`config.mk`:
```
export PLATFORM = sky130hd
export DESIGN_NAME = if_fetch_stage_flat
export DESIGN_NICKNAME = d
export VERILOG_FILES = /design/src/rtl/if_fetch_stage_if.sv /design/src/rtl/if_fetch_stage.sv /design/src/flat_wrapper.sv
export SDC_FILE = /design/constraint.sdc
export NUM_CORES = 1
export LEC_CHECK = 0
export ABC_AREA = 1
export CORE_UTILIZATION = 40
export DETAILED_ROUTE_END_ITERATION = 8
export PLACE_DENSITY = 0.75
export SLEW_MARGIN = 40
export SYNTH_ARGS = -nofsm -noshare
export SYNTH_HDL_FRONTEND = slang
export SYNTH_SLANG_ARGS = --single-unit
```
`constraint.sdc`:
```
create_clock -name clk -period 1.7 [get_ports clk]
set_input_delay 0.34 -clock clk [delete_from_list [all_inputs] [get_ports clk]]
set_output_delay 0.34 -clock clk [all_outputs]
set_load 0.05 [all_outputs]
```
`src/rtl/if_fetch_stage_if.sv`:
```
// Fetch-stage bus: redirect/stall controls, instruction-memory port and IF/ID outputs.
// The fetch stage is the master; the decode/hazard/memory side is the slave.
interface if_fetch_stage_if;
    logic        stall;
    logic        branch_taken;
    logic [63:0] branch_target;
    logic [31:0] Instruction;
    logic [63:0] Inst_Address;
    logic [63:0] ifid_pc;
    logic [31:0] ifid_instruction;
    logic        ifid_valid;
    logic        misalign_fault;
    logic [31:0] fetch_count;

    modport master (
        input  stall,
        input  branch_taken,
        input  branch_target,
        input  Instruction,
        output Inst_Address,
        output ifid_pc,
        output ifid_instruction,
        output ifid_valid,
        output misalign_fault,
        output fetch_count
    );

    modport slave (
        output stall,
        output branch_taken,
        output branch_target,
        output Instruction,
        input  Inst_Address,
        input  ifid_pc,
        input  ifid_instruction,
        input  ifid_valid,
        input  misalign_fault,
        input  fetch_count
    );
endinterface

```
`src/rtl/if_fetch_stage.sv`:
```
// Instruction-fetch stage: PC register, IF/ID pipeline register, redirect/stall
// handling, end-of-program halt and sticky misaligned-redirect fault.
//
//   state | meaning
//   FETCH | fetching sequentially from pc, honouring stall and redirects
//   DONE  | pc ran past the end of memory; waits for an aligned redirect
//   FAULT | misaligned redirect seen; frozen until reset
module if_fetch_stage #(
    parameter logic [63:0] RESET_PC   = 64'h0,
    parameter int unsigned IMEM_BYTES = 16,
    parameter logic [31:0] NOP_INST   = 32'h00000013
) (
    input  logic clk,
    input  logic reset,
    if_fetch_stage_if.master bus
);
    typedef enum logic [1:0] {
        FETCH = 2'd0,
        DONE  = 2'd1,
        FAULT = 2'd2
    } state_t;

    localparam logic [63:0] LAST_PC = 64'(IMEM_BYTES) - 64'd4;

    state_t      state, state_nxt;
    logic [63:0] pc, pc_nxt;
    logic [63:0] ifid_pc, ifid_pc_nxt;
    logic [31:0] ifid_inst, ifid_inst_nxt;
    logic        ifid_valid, ifid_valid_nxt;
    logic        fault, fault_nxt;
    logic [31:0] fetch_count, fetch_count_nxt;

    logic        in_range;
    logic        target_aligned;

    assign in_range       = (pc <= LAST_PC);
    assign target_aligned = (bus.branch_target[1:0] == 2'b00);

    always_ff @(posedge clk) begin
        if (!reset) begin
            state       <= FETCH;
            pc          <= RESET_PC;
            ifid_pc     <= 64'h0;
            ifid_inst   <= NOP_INST;
            ifid_valid  <= 1'b0;
            fault       <= 1'b0;
            fetch_count <= 32'h0;
        end else begin
            state       <= state_nxt;
            pc          <= pc_nxt;
            ifid_pc     <= ifid_pc_nxt;
            ifid_inst   <= ifid_inst_nxt;
            ifid_valid  <= ifid_valid_nxt;
            fault       <= fault_nxt;
            fetch_count <= fetch_count_nxt;
        end
    end

    always_comb begin
        state_nxt       = state;
        pc_nxt          = pc;
        ifid_pc_nxt     = ifid_pc;
        ifid_inst_nxt   = ifid_inst;
        ifid_valid_nxt  = ifid_valid;
        fault_nxt       = fault;
        fetch_count_nxt = fetch_count;

        unique case (state)
            FETCH: begin
                if (bus.branch_taken) begin
                    ifid_pc_nxt    = 64'h0;
                    ifid_inst_nxt  = NOP_INST;
                    ifid_valid_nxt = 1'b0;
                    if (target_aligned) begin
                        pc_nxt = bus.branch_target;
                    end else begin
                        fault_nxt = 1'b1;
                        state_nxt = FAULT;
                    end
                end else if (bus.stall) begin
                    // everything holds
                end else if (in_range) begin
                    ifid_pc_nxt     = pc;
                    ifid_inst_nxt   = bus.Instruction;
                    ifid_valid_nxt  = 1'b1;
                    pc_nxt          = pc + 64'd4;
                    fetch_count_nxt = fetch_count + 32'd1;
                end else begin
                    ifid_pc_nxt    = 64'h0;
                    ifid_inst_nxt  = NOP_INST;
                    ifid_valid_nxt = 1'b0;
                    state_nxt      = DONE;
                end
            end
            DONE: begin
                // stall deliberately ignored; IF/ID stays empty even on the redirect cycle
                ifid_pc_nxt    = 64'h0;
                ifid_inst_nxt  = NOP_INST;
                ifid_valid_nxt = 1'b0;
                if (bus.branch_taken) begin
                    if (target_aligned) begin
                        pc_nxt    = bus.branch_target;
                        state_nxt = FETCH;
                    end else begin
                        fault_nxt = 1'b1;
                        state_nxt = FAULT;
                    end
                end
            end
            FAULT: begin
                ifid_pc_nxt    = 64'h0;
                ifid_inst_nxt  = NOP_INST;
                ifid_valid_nxt = 1'b0;
            end
            default: begin
                state_nxt = FAULT;
            end
        endcase
    end

    assign bus.Inst_Address     = pc;
    assign bus.ifid_pc          = ifid_pc;
    assign bus.ifid_instruction = ifid_inst;
    assign bus.ifid_valid       = ifid_valid;
    assign bus.misalign_fault   = fault;
    assign bus.fetch_count      = fetch_count;
endmodule

```
`src/flat_wrapper.sv`:
```
// flat-port wrapper written by rule: the top's interface ports become plain ports
module if_fetch_stage_flat 
#(
    parameter logic [63:0] RESET_PC   = 64'h0,
    parameter int unsigned IMEM_BYTES = 16,
    parameter logic [31:0] NOP_INST   = 32'h00000013
)
  (clk, reset, bus_stall, bus_branch_taken, bus_branch_target, bus_Instruction, bus_Inst_Address, bus_ifid_pc, bus_ifid_instruction, bus_ifid_valid, bus_misalign_fault, bus_fetch_count);
  if_fetch_stage_if bus_i ();
  input  logic clk;
  input  logic reset;
  input wire logic [$bits(bus_i.stall)-1:0] bus_stall;
  input wire logic [$bits(bus_i.branch_taken)-1:0] bus_branch_taken;
  input wire logic [$bits(bus_i.branch_target)-1:0] bus_branch_target;
  input wire logic [$bits(bus_i.Instruction)-1:0] bus_Instruction;
  output wire logic [$bits(bus_i.Inst_Address)-1:0] bus_Inst_Address;
  output wire logic [$bits(bus_i.ifid_pc)-1:0] bus_ifid_pc;
  output wire logic [$bits(bus_i.ifid_instruction)-1:0] bus_ifid_instruction;
  output wire logic [$bits(bus_i.ifid_valid)-1:0] bus_ifid_valid;
  output wire logic [$bits(bus_i.misalign_fault)-1:0] bus_misalign_fault;
  output wire logic [$bits(bus_i.fetch_count)-1:0] bus_fetch_count;
  assign bus_i.stall = bus_stall;
  assign bus_i.branch_taken = bus_branch_taken;
  assign bus_i.branch_target = bus_branch_target;
  assign bus_i.Instruction = bus_Instruction;
  assign bus_Inst_Address = bus_i.Inst_Address;
  assign bus_ifid_pc = bus_i.ifid_pc;
  assign bus_ifid_instruction = bus_i.ifid_instruction;
  assign bus_ifid_valid = bus_i.ifid_valid;
  assign bus_misalign_fault = bus_i.misalign_fault;
  assign bus_fetch_count = bus_i.fetch_count;
  if_fetch_stage #(.RESET_PC(RESET_PC), .IMEM_BYTES(IMEM_BYTES), .NOP_INST(NOP_INST)) u_core (.clk(clk), .reset(reset), .bus(bus_i));
endmodule
```
==> impl_metrics.csv <==
group,metric,value,unit
run_status,status,"complete, but fails checks",
run_status,violations,"negative setup slack",
synth,synthesis.nets,1553,
global_route,grt_use_total,0.291,
drt,drt-total-wl,39.4,mm
synth,yosys_warnings,0,
synth,synthTopCellsByArea,"dfxtp_1, nand2_1, nor2_1, a21oi_1, o21ai_0",
global_route,grt_overflow,0,
drt,dr.max_layer_used,"met4",
synth,avgSynthCellArea,6.75,µm²
layout,multiInputGateArea,0.00596,mm²
worst_setup_path,cp-end-kind,"register",
timing,max_slew_margin,0.703,
worst_setup_path,crit_type,"reg2reg",
drt,drc,0,
worst_setup_path,worstRegToRegCells,13,
synth,synth_area_leader_cell,"dfxtp_1",
worst_setup_path,crit_path_cell_trace,"nor2_1 -> nand3_1 -> nor2_1 -> nand2_2 -> nor2_4 -> nand2_4 -> nand2_4 -> nand2_8 -> clkinv_8 -> buf_12 -> buf_16 -> o21ai_2 -> nor2_1",
synth,yosys_register_bits,196,
floorplanning,die_h,158,µm
floorplanning,initial_core_util,0.412,
layout,area_growth_syn_to_layout,67.8,%
synth,yosysMostFrequentCell,"nand2_1",
synth,synth_top_cells_by_count,"nand2_1, nor2_1, dfxtp_1",
layout,fillers,1883,
worst_setup_path,start_kind,"register",
timing,finalCritPeriodShare,1.11,
synth,synthArstFlopShare,0,
hold_path,min_path_cells,2,
placement,port_buffers,293,
global_route,grt_pass1_vias,11000,
timing,rsz0062_at_grt,"yes",
hold_path,whs_endpoint,"u_core.bus.ifid_pc[59]$_SDFFE_PN0P_",
worst_setup_path,cp_data_arrival_time,2.24,ns
layout,drive_gt1_frac,0.411,
placement,gp_congestion,0.930,
drt,wl_met3,2.81,mm
synth,synth_edf_count,0,
timing,max_freq,0.531,GHz
floorplanning,io_pins,294,
timing,fin_ws,-0.183,ns
floorplanning,core,0.0238,mm²
floorplanning,std_cell_rows,56,
timing,worst_pin_slew,0.442,ns
synth,synth-main-ff-cell,"dfxtp_1",
cts,clk_pin_slew,0.08,ns
synth,synth_cell_types,44,
drt,via_per_inst,5.27,
worst_setup_path,timing.rr.end,"u_core.bus.Inst_Address[63]$_SDFFE_PN0P_",
placement,dp.cells,2206,
worst_setup_path,rrSetupSlack,-0.18,ns
cts,cts_root_buf,"clkbuf_16",
timing,skew,0.0224,ns
timing,finalHoldViolations,0,
layout,instances_no_fill,2272,
worst_setup_path,crit_fanout,7,
power,power_leakage,6.88,nW
worst_setup_path,slowest_stage,"dfxtp_2",
worst_setup_path,slowest_delay,0.36,ns
global_route,grt_max_degree,87,
drt,wl_met2,18.6,mm
floorplanning,die_area,0.0251,mm²
drt,vias,12000,
cts,clkSinkCount,196,
timing,final-setup-viol-count,126,
floorplanning,dieWidth,158,µm
timing,period_needed,1.88,ns
global_route,grt_pass1_wl,57.0,mm
worst_setup_path,r2r_start,"u_core.bus.Inst_Address[4]$_SDFFE_PN0P_",
hold_path,hold_path.class,"reg2reg",
flow_run,cap_viol_max_count,0,
drt,wl_met1,16.6,mm
worst_setup_path,crit_required,2.06,ns
placement,place_hpwl,26.7,mm
synth,ys_seq_area_frac,0.401,
cts,htreeDepth,4,
power,p_per_area,1290,mW/mm²
synth,synth.top_cell.area_share,0.401,
drt,dr.first_iter.drc_count,1006,
drt,routedWlPerCell,17.3,µm
hold_path,min-delay-start,"u_core.bus.ifid_pc[59]$_SDFFE_PN0P_",
worst_setup_path,cp_common_cell,"nor2_1",
cts,cts_buffers,17,
timing,drv_slew,0,
synth,synth_area,0.00977,mm²
placement,place_ws,-0.413,ns
drt,drtAntennaViolNets,0,
power,irDropWorstVdd,1.04,mV
layout,layout.nets,2044,
drt,first_pass_iters,5,
synth,synthCells,1448,
cts,clockBufferDepth,2,
global_route,grt_antenna_before_repair,1,
cts,cts_tree,"yes",
cts,clkLatencyLatePin,0.44,ns
layout,seqCellArea,0.00405,mm²
## stage by stage
stage          setup TNS (ns)  hold slack [ns]  utilization  power, mW  instance area [µm²]
6_report               -12.04            0.438        0.691       21.2                16400
5_1_grt                -22.99            0.427        0.691       22.1                16400
4_1_cts                 -5.84            0.432        0.651       20.6                15500
3_5_place_dp           -60.48            0.427        0.606       15.1                14400
3_3_place_gp           -58.02            0.426        0.606       15.0                14400
2_1_floorplan               0            0.461            -       11.2                 9900
## layer usage
layer	GRT usage	vias to the layer above
met3	0.0444	90
met1	0.386	5590
met5	0	-
li1	-	5723
met4	0.126	0
met2	0.470	563
## logic make-up (layout without fill, tap and decap cells)
| family | after synthesis | in the layout | synth area share |
|---|---|---|---|
| AND/OR/NAND/NOR | 769 | 769 | 0.332 |
| buffers and inverters | 170 | 674 | 0.0763 |
| other | 0 | 1 | 0 |
| flip-flops | 196 | 196 | 0.401 |
| XOR/XNOR | 29 | 29 | 0.0260 |
| AO/OA/AOI/OAI | 279 | 279 | 0.158 |
| adder cells (fa/ha/maj) | 5 | 5 | 0.00640 |
## worst max path at each step
stage / cells past startpoint / endpoint / slack [ns] / from
3_3_place_gp: 10 / u_core.bus.Inst_Address[47]$_SDFFE_PN0P_ / -0.42 / bus_branch_taken
6_report: 13 / u_core.bus.Inst_Address[63]$_SDFFE_PN0P_ / -0.18 / u_core.bus.Inst_Address[4]$_SDFFE_PN0P_
5_1_grt: 13 / u_core.bus.Inst_Address[63]$_SDFFE_PN0P_ / -0.26 / u_core.bus.Inst_Address[4]$_SDFFE_PN0P_
4_1_cts: 13 / u_core.bus.Inst_Address[44]$_SDFFE_PN0P_ / -0.12 / u_core.bus.Inst_Address[31]$_SDFFE_PN0P_
3_5_place_dp: 10 / u_core.bus.Inst_Address[47]$_SDFFE_PN0P_ / -0.41 / bus_branch_taken
2_1_floorplan: 11 / u_core.bus.Inst_Address[44]$_SDFFE_PN0P_ / 0.002 / u_core.bus.Inst_Address[2]$_SDFFE_PN0P_
## sequential cells by signal (all words and copies together), names as in the netlist
| name | count |
|---|---|
| u_core.bus.Inst_Address | 64 |
| u_core.bus.ifid_pc | 64 |
| u_core.bus.fetch_count | 32 |
| u_core.bus.ifid_instruction | 32 |
| u_core.state | 2 |
| u_core.bus.ifid_valid | 1 |
| u_core.bus.misalign_fault | 1 |
## timing repair
| item | in CTS | in global routing |
|---|---|---|
| endpoints found under the setup margin | 190 | 145 |
| cloned | 4 | 11 |
| resized for setup | 74 | 190 |
| setup buffers | 15 | 6 |
| hold buffers | 0 | 0 |
| pin swaps | 18 | 49 |
## report_power, final
part | switching, mW | internal [mW] | total (mW)
clock | 2.25 | 2.05 | 4.30
combinational | 6.60 | 4.51 | 11.1
sequential | 0.503 | 5.27 | 5.77
total | 9.36 | 11.8 | 21.2
## final cells by class
class,count,area share
flip-flops and latches,196,0.247
repair buffers,547,0.304
diodes,1,0.000153
inverters,94,0.0235
multi-input cells,1082,0.364
well taps,319,0.0243
clock buffers,17,0.0259
clock inverters,15,0.0120
repair inverters,1,0.000381
## cell usage in the layout (no fill, tap or decap), drive strengths merged, types with 4 or more instances in the layout
cell type      count
nand4             27
xor2              19
nor3              43
o22ai              5
xnor2             10
clkinv            10
inv              100
o211ai             7
a21oi            151
nand2            370
dfxtp            196
o21ai             98
and2               4
clkbuf            24
buf              441
o31ai              6
clkdlybuf4s50     99
nand3             83
nor2             235
a211oi             8
ha                 5
## worst max-delay path: cells and delay by family (launching register included)
family / cells / cell delay (ns)
and+or+nand+nor: 9 / 1.05
AOI/OAI and AO/OA: 1 / 0.05
DFF: 1 / 0.36
buffers and inverters: 3 / 0.34
Note: power is estimated with default switching activity, not from simulation.
